==> src/rtl/accu_sum_fifo_pkg.sv <==
// Shared definitions for consumers of the 4-sample accumulator output:
// default widths and the round-half-up mean used to turn a 4-sample sum into an average.
package accu_sum_fifo_pkg;

    localparam int SUM_W_DEF  = 10;
    localparam int MEAN_W_DEF = SUM_W_DEF - 2;
    localparam int DEPTH_DEF  = 4;

    // Divide a 4-sample sum by four, rounding halves upward; 1020 maps to 255.
    function automatic logic [MEAN_W_DEF-1:0] mean_round(input logic [SUM_W_DEF-1:0] x);
        logic [SUM_W_DEF:0] t;
        t = {1'b0, x} + (SUM_W_DEF+1)'(2);
        return t[MEAN_W_DEF+1:2];
    endfunction

endpackage

==> src/rtl/accu_fifo_ctrl.sv <==
// FIFO bookkeeping for accu_sum_fifo: pointers, occupancy, push/pop qualification
// and the sticky overflow flag for sums that arrive while the FIFO is full.
module accu_fifo_ctrl
    import accu_sum_fifo_pkg::*;
#(
    parameter int DEPTH = DEPTH_DEF,
    localparam int PTR_W = $clog2(DEPTH),
    localparam int LVL_W = PTR_W + 1
) (
    input  logic             clk,
    input  logic             rst_n,
    input  logic             sum_valid,
    input  logic             out_ready,
    input  logic             clr_ovf,
    output logic             push,
    output logic [PTR_W-1:0] wr_ptr,
    output logic [PTR_W-1:0] rd_ptr,
    output logic [LVL_W-1:0] level,
    output logic             full,
    output logic             empty,
    output logic             out_valid,
    output logic             overflow
);

    logic pop;
    logic drop;

    // Status comes from the level counter, so pointer equality is never ambiguous.
    assign full      = (level == LVL_W'(DEPTH));
    assign empty     = (level == '0);
    assign out_valid = !empty;

    // A full FIFO still accepts a sum when the head leaves in the same cycle.
    assign pop  = out_valid && out_ready;
    assign push = sum_valid && (!full || pop);
    assign drop = sum_valid && !push;

    always_ff @(posedge clk or negedge rst_n) begin
        if (!rst_n) begin
            wr_ptr <= '0;
            rd_ptr <= '0;
            level  <= '0;
        end else begin
            if (push) begin
                wr_ptr <= wr_ptr + PTR_W'(1);
            end
            if (pop) begin
                rd_ptr <= rd_ptr + PTR_W'(1);
            end
            if (push && !pop) begin
                level <= level + LVL_W'(1);
            end else if (pop && !push) begin
                level <= level - LVL_W'(1);
            end
        end
    end

    // A drop in the same cycle as a clear leaves the flag set.
    always_ff @(posedge clk or negedge rst_n) begin
        if (!rst_n) begin
            overflow <= 1'b0;
        end else if (drop) begin
            overflow <= 1'b1;
        end else if (clr_ovf) begin
            overflow <= 1'b0;
        end
    end

endmodule

==> src/rtl/accu_sum_fifo.sv <==
// Buffers pulse-qualified accumulator sums and hands them, with their rounded
// mean, to a consumer over valid/ready.
module accu_sum_fifo
    import accu_sum_fifo_pkg::*;
#(
    parameter int DEPTH  = DEPTH_DEF,
    parameter int SUM_W  = SUM_W_DEF,
    parameter int MEAN_W = SUM_W - 2
) (
    input  logic                     clk,
    input  logic                     rst_n,
    input  logic [SUM_W-1:0]         sum_in,
    input  logic                     sum_valid,
    input  logic                     out_ready,
    input  logic                     clr_ovf,
    output logic                     out_valid,
    output logic [SUM_W-1:0]         out_sum,
    output logic [MEAN_W-1:0]        out_mean,
    output logic [$clog2(DEPTH):0]   level,
    output logic                     full,
    output logic                     empty,
    output logic                     overflow
);

    localparam int PTR_W = $clog2(DEPTH);

    logic             push;
    logic [PTR_W-1:0] wr_ptr;
    logic [PTR_W-1:0] rd_ptr;
    logic [SUM_W-1:0] mem [DEPTH];

    accu_fifo_ctrl #(
        .DEPTH (DEPTH)
    ) u_ctrl (
        .clk       (clk),
        .rst_n     (rst_n),
        .sum_valid (sum_valid),
        .out_ready (out_ready),
        .clr_ovf   (clr_ovf),
        .push      (push),
        .wr_ptr    (wr_ptr),
        .rd_ptr    (rd_ptr),
        .level     (level),
        .full      (full),
        .empty     (empty),
        .out_valid (out_valid),
        .overflow  (overflow)
    );

    // Storage carries data only; validity is tracked entirely by the controller.
    always_ff @(posedge clk) begin
        if (push) begin
            mem[wr_ptr] <= sum_in;
        end
    end

    assign out_sum = mem[rd_ptr];

    generate
        if (SUM_W == SUM_W_DEF && MEAN_W == MEAN_W_DEF) begin : g_mean_pkg
            assign out_mean = mean_round(out_sum);
        end else begin : g_mean_generic
            logic [SUM_W:0] mean_sum;
            assign mean_sum = {1'b0, out_sum} + (SUM_W+1)'(2);
            assign out_mean = mean_sum[MEAN_W+1:2];
        end
    endgenerate

endmodule

==> config.mk <==
export PLATFORM = sky130hd
export DESIGN_NAME = accu_sum_fifo
export DESIGN_NICKNAME = d
export VERILOG_FILES = /design/src/rtl/accu_sum_fifo_pkg.sv /design/src/rtl/accu_fifo_ctrl.sv /design/src/rtl/accu_sum_fifo.sv
export SDC_FILE = /design/constraint.sdc
export NUM_CORES = 1
export LEC_CHECK = 0
export BUFFER_PORTS_ARGS = -buffer_cell sky130_fd_sc_hd__clkbuf_2
export CAP_MARGIN = 20
export CORE_MARGIN = 4
export CORE_UTILIZATION = 44
export CTS_BUF_LIST = sky130_fd_sc_hd__clkbuf_4
export DETAILED_ROUTE_END_ITERATION = 12
export MAX_ROUTING_LAYER = met4
export PLACE_DENSITY_LB_ADDON = 0.08
export SLEW_MARGIN = 20
export SYNTH_ARGS = -nofsm -noshare
export SYNTH_HDL_FRONTEND = slang
export SYNTH_SLANG_ARGS = --single-unit
==> constraint.sdc <==
create_clock -name clk -period 3 [get_ports clk]
set_input_delay 0.6 -clock clk [delete_from_list [all_inputs] [get_ports clk]]
set_output_delay 0.6 -clock clk [all_outputs]
set_load 0.02 [all_outputs]
After elaboration in Yosys (flattened, before gate mapping)
Memory sizes are Yosys's and may differ from the RTL's.
Cells that the tools add are included.
{"block": "word_totals", "regBits": 8, "mem_bits_rw": 40, "wordCells": 30, "mem_count": 1}
{"block": "classes", "add_sub_neg": 5, "n_eq_ne": 1, "n_mux": 6, "n_reduce_logical": 13}
{"memory": "mem", "words": 4, "width": 10, "rd": 1, "rd_ports_with_merged_regs": 0, "write_ports": 1, "line_no": "accu_sum_fifo.sv:30", "rtl": "logic [SUM_W-1:0] mem [DEPTH];"}
{"cell": "adder 10 x 2 -> 10 bit, second input constant", "count": 1}
{"cell": "2-to-1 mux 3 bit", "count": 2}
{"cell": "logical AND 1 bit", "count": 5}
{"cell": "adder 2 x 1 -> 2 bit, second input constant", "count": 2}
{"cell": "logical NOT 1 bit", "count": 4}
{"cell": "2-to-1 mux 1 bit", "count": 4}
{"cell": "nonzero test 2 bit", "count": 2}
{"cell": "adder 3 x 1 -> 3 bit, second input constant", "count": 1}
{"cell": "== test 3 bit, second input constant", "count": 1}
{"cell": "logical NOT 3 bit", "count": 1}
{"cell": "subtractor 3 x 1 -> 3 bit, second input constant", "count": 1}
{"cell": "logical OR 1 bit", "count": 1}

Depth between registers and ports, before layout
{"block": "depth", "ltp_word": 9, "ltp_mapped": 10, "depth_no_buf": 9}

Cells and area by module
A second synthesis with hierarchy kept.
{"block": "hier_totals", "cells_unflattened": 107, "hier_area_um2": 2015.7}
{"module": "accu_sum_fifo", "instances": 1, "cells_each": 76, "area_per_inst_um2": 1632.8, "seq_area_each_um2": 1201.2}
{"module": "accu_fifo_ctrl", "instances": 1, "cells_each": 31, "area_per_inst_um2": 382.9, "seq_area_each_um2": 200.2}

Least setup slack after synthesis
Ideal clock, no wire load.
{"block": "synth_timing", "path_kind": "register to output", "start": "register u_ctrl.rd_ptr[0]", "end": "output out_mean[7]", "arrival_ns": 2.012, "required_time_ns": 2.400, "slack_ns": 0.388, "stages_incl_launch_ff": 8, "path_buffers": 1, "cell_sequence": "dfrtp_1 -> buf_6 -> mux4_2 -> ha_1 -> nand2_1 -> o22ai_1 -> nand4_1 -> xnor2_1"}
{"block": "synth_between", "elab_chain_len": 2}
{"element": "start: declaration", "line_no": "accu_fifo_ctrl.sv:17", "rtl": "output logic [PTR_W-1:0] rd_ptr,"}
{"element": "start signal: assignment", "line_no": "accu_fifo_ctrl.sv:48", "rtl": "rd_ptr <= rd_ptr + PTR_W'(1);"}
{"element": "memory (4 x 10 bit)"}
{"element": "named net out_sum[2]", "line_no": "accu_sum_fifo.sv:17", "rtl": "output logic [SUM_W-1:0] out_sum,"}
{"element": "adder 10 x 2 -> 10 bit", "line_no": "accu_sum_fifo_pkg.sv:12", "rtl": "t = {1'b0, x} + (SUM_W_DEF+1)'(2);"}
{"element": "end: declaration", "line_no": "accu_sum_fifo.sv:18", "rtl": "output logic [MEAN_W-1:0] out_mean,"}
The timed path passes the listed nets, and every way through them passes these cells.

Worst setup path after layout
{"block": "layout_timing", "start": "register u_ctrl.rd_ptr[0]", "end": "output out_mean[6]"}
{"block": "layout_between", "elab_chain_len": 2}
{"element": "memory (4 x 10 bit)"}
{"element": "adder 10 x 2 -> 10 bit", "line_no": "accu_sum_fifo_pkg.sv:12"}
No other way between the ends.

==> metrics.csv <==
stage;metric;value;unit
outcome;status;finished, final reports clean;
floorplan;chipWidth;76.7;um
placed_design;io_buffers;39;
power;power_density;1100;mW/mm2
worst_setup_path;crit_chain;buf_6, mux4_1, and3_4, nand4_1, xnor2_1, clkbuf_2;
routing;ant_nets;0;
timing;slew_headroom;60.9;%
worst_setup_path;regToRegEndpoint;u_ctrl.level[2];
cts;cts_tree;yes;
timing;setup_viol;0;
worst_setup_path;max_stage_delay;630;ps
power;p_leak;0.939;nW
logic_synthesis;ys_seq_area_share;67.5;%
logic_synthesis;netlist_area;0.00208;mm2
worst_setup_path;cp-end-kind;primary output;
flow_run;drv_cap;0;
final_layout;diodes;0;
worst_setup_path;crit_slowest_cell;mux4_1;
timing;rsz0062_at_grt;no;
final_layout;syn2layout_area_growth;16.6;%
timing;fin_crit;2840;ps
logic_synthesis;syn-instance-count;114;
worst_setup_path;arrival;2240;ps
routing;routed_via_density;5.15;
timing;worst_slew_pin_slew;586;ps
floorplan;die_area;0.00588;mm2
power;vdd_drop_max;509;uV
logic_synthesis;yosysWarnings;0;
floorplan;ios;40;
worst_setup_path;worstSetupPathType;reg -> out;
global_route;grt_pass1_vias;1187;
cts;cts_buffer_depth;2;
cts;clk_pin_slew;130;ps
timing;fin_skew;3.56;ps
logic_synthesis;syn_area_per_cell;18.2;um2
routing;wl;3870;um
worst_setup_path;critPathLaunchType;flip-flop;
logic_synthesis;syn-num-nets;136;
global_route;antenna_found_initial;0;
worst_hold_path;min_path_type;in -> async;
worst_setup_path;worstPathMaxFanout;8;
placed_design;gp_congestion;0.726;
timing;slew_viol_final;0;
timing;clock.fmax;352;MHz
cts;cts_root_buf;clkbuf_4;
worst_setup_path;r2r_cells;9;
worst_setup_path;reg2reg_slack;720;ps
cts;clock_latency;350;ps
routing;vias;1108;
timing;worst_hold_slack;71.5;ps
cts;cts_buffers;5;
worst_setup_path;rr_startpoint;u_ctrl.level[2];
timing;period_share;94.6;%
global_route;grt-ovfl-total;0;
placed_design;dp_hpwl;2710;um
floorplan;core;0.00447;mm2
timing;hold_viol_final;0;
cts;postCtsHoldBufs;0;
cts;clkSinkCount;48;
global_route;grtUsageTotal;14.6;%
worst_setup_path;cp_data_required_time;2400;ps
floorplan;num_rows;24;
final_layout;mostFrequentLayoutCells;40 x edfxtp_1, 38 x clkbuf_2, 9 x xnor2_1;
timing;timing.setup.tns;0;ps
floorplan;die_h;76.7;um
floorplan;initial_core_util;46.4;%
final_layout;num-nets-final;184;
worst_setup_path;critPathLaunch;u_ctrl.rd_ptr[0];
placed_design;place_inst;205;
final_layout;layout-drive-gt1-share;39.9;%
logic_synthesis;ys_types;28;
routing;first_iter_violations;72;
cts;htreeDepth;2;
routing;dr.pass1.iters;4;
logic_synthesis;ys_seq_elements;48;
final_layout;layout_commonest_cell;edfxtp_1;
routing;wl_per_cell;18.0;um
routing;remaining_drc_errors;0;
final_layout;finalNonFillerCells;215;
global_route;grt_pass1_wl;6360;um
global_route;grt_max_degree;15;
## layout make-up
| type | instances | area, um2 |
|---|---|---|
| fill | 363 | 2050 |
| sequential | 48 | 1400 |
| multi-input combinational | 58 | 639 |
| timing repair buffer | 44 | 239 |
| tap | 52 | 65.1 |
| clock buffer | 6 | 45.0 |
| inverter | 5 | 18.8 |
| clock inverter | 2 | 11.3 |
## critical path, delay by kind of cell (launching register included)
kind,cells,cell delay (ps)
xor gates and xnor gates,1,130
buffers and inverters,2,370
DFF,1,450
muxes,1,630
and+or+nand+nor,2,300
## flip-flops by register name (all words and copies together) (netlist names)
signal and count:
u_ctrl.overflow 1, u_ctrl.level 3, u_ctrl.rd_ptr 2, mem 40
u_ctrl.wr_ptr 2
## synthesized netlist by cell type
master	instances	area share, %
nor2b_1	2	0.60
buf_6	1	0.54
nand3_1	3	0.72
and2_4	1	0.42
fa_1	1	0.96
and2_1	5	1.5
mux2_2	2	1.1
xnor2_1	9	3.8
edfxtp_1	40	58
nor2_1	1	0.18
nand2_1	4	0.72
and3_4	1	0.54
mux4_2	4	4.3
ha_1	6	3.6
inv_1	5	0.90
clkbuf_1	1	0.18
clkbuf_8	1	0.66
nand4_1	2	0.60
dfrtp_1	8	9.6
o22ai_1	1	0.30
mux2i_2	1	0.66
nand2b_1	1	0.30
o21ai_0	1	0.24
mux2i_1	2	0.96
xor2_1	4	1.7
mux4_1	5	6.3
nor3b_1	1	0.36
or3_1	1	0.30
## stage by stage
stage                     power, W  instance area, um2  setup slack (ps)  utilization (%)
after detailed placement   0.00233                2330               253             52.1
after CTS                  0.00264                2390              31.7             53.5
after global placement     0.00231                2330               280             52.1
after global routing       0.00286                2420              6.53             54.1
final                      0.00267                2420               162             54.1
after floorplan            0.00192                2080               388                -
## power by group
group / internal [W] / total, W / switching, W
logic: 0.000569 / 0.00139 / 0.000821
registers: 0.000896 / 0.000983 / 0.0000869
clock network: 0.0000986 / 0.000297 / 0.000199
total: 0.00156 / 0.00267 / 0.00111
## timing repair
action | CTS | global route
pin swaps | 0 | 3
gates resized for setup | 2 | 7
setup endpoints to repair | 5 | 3
setup buffers | 1 | 1
## how the worst max path moves through the flow
stage	end	slack, ps
after CTS	out_mean[7]	30
after floorplan	out_mean[7]	390
final	out_mean[6]	160
after detailed placement	out_mean[7]	250
after global placement	out_mean[7]	280
after global routing	out_mean[7]	7
## kinds of logic (layout without fill, tap and decap cells)
kind of cell    after synthesis  in the layout  synth area share (%)
xor+xnor                     13             13                  5.48
flops                        48             48                  67.5
compound gates                2              2                 0.542
buf+inv                       8             57                  2.29
simple gates                 22             22                  6.26
fa+ha+maj                     7              7                  4.58
mux                          14             14                  13.4
## layer usage
layer	track usage (%)	vias to the layer above	part of all wire (%)
li1	-	526	-
met1	19.3	552	47
met2	21.8	28	48
met3	5.39	2	4.7
met4	3.26	0	0.52
met5	-	-	0
Note: power is estimated with default switching activity, not from simulation.
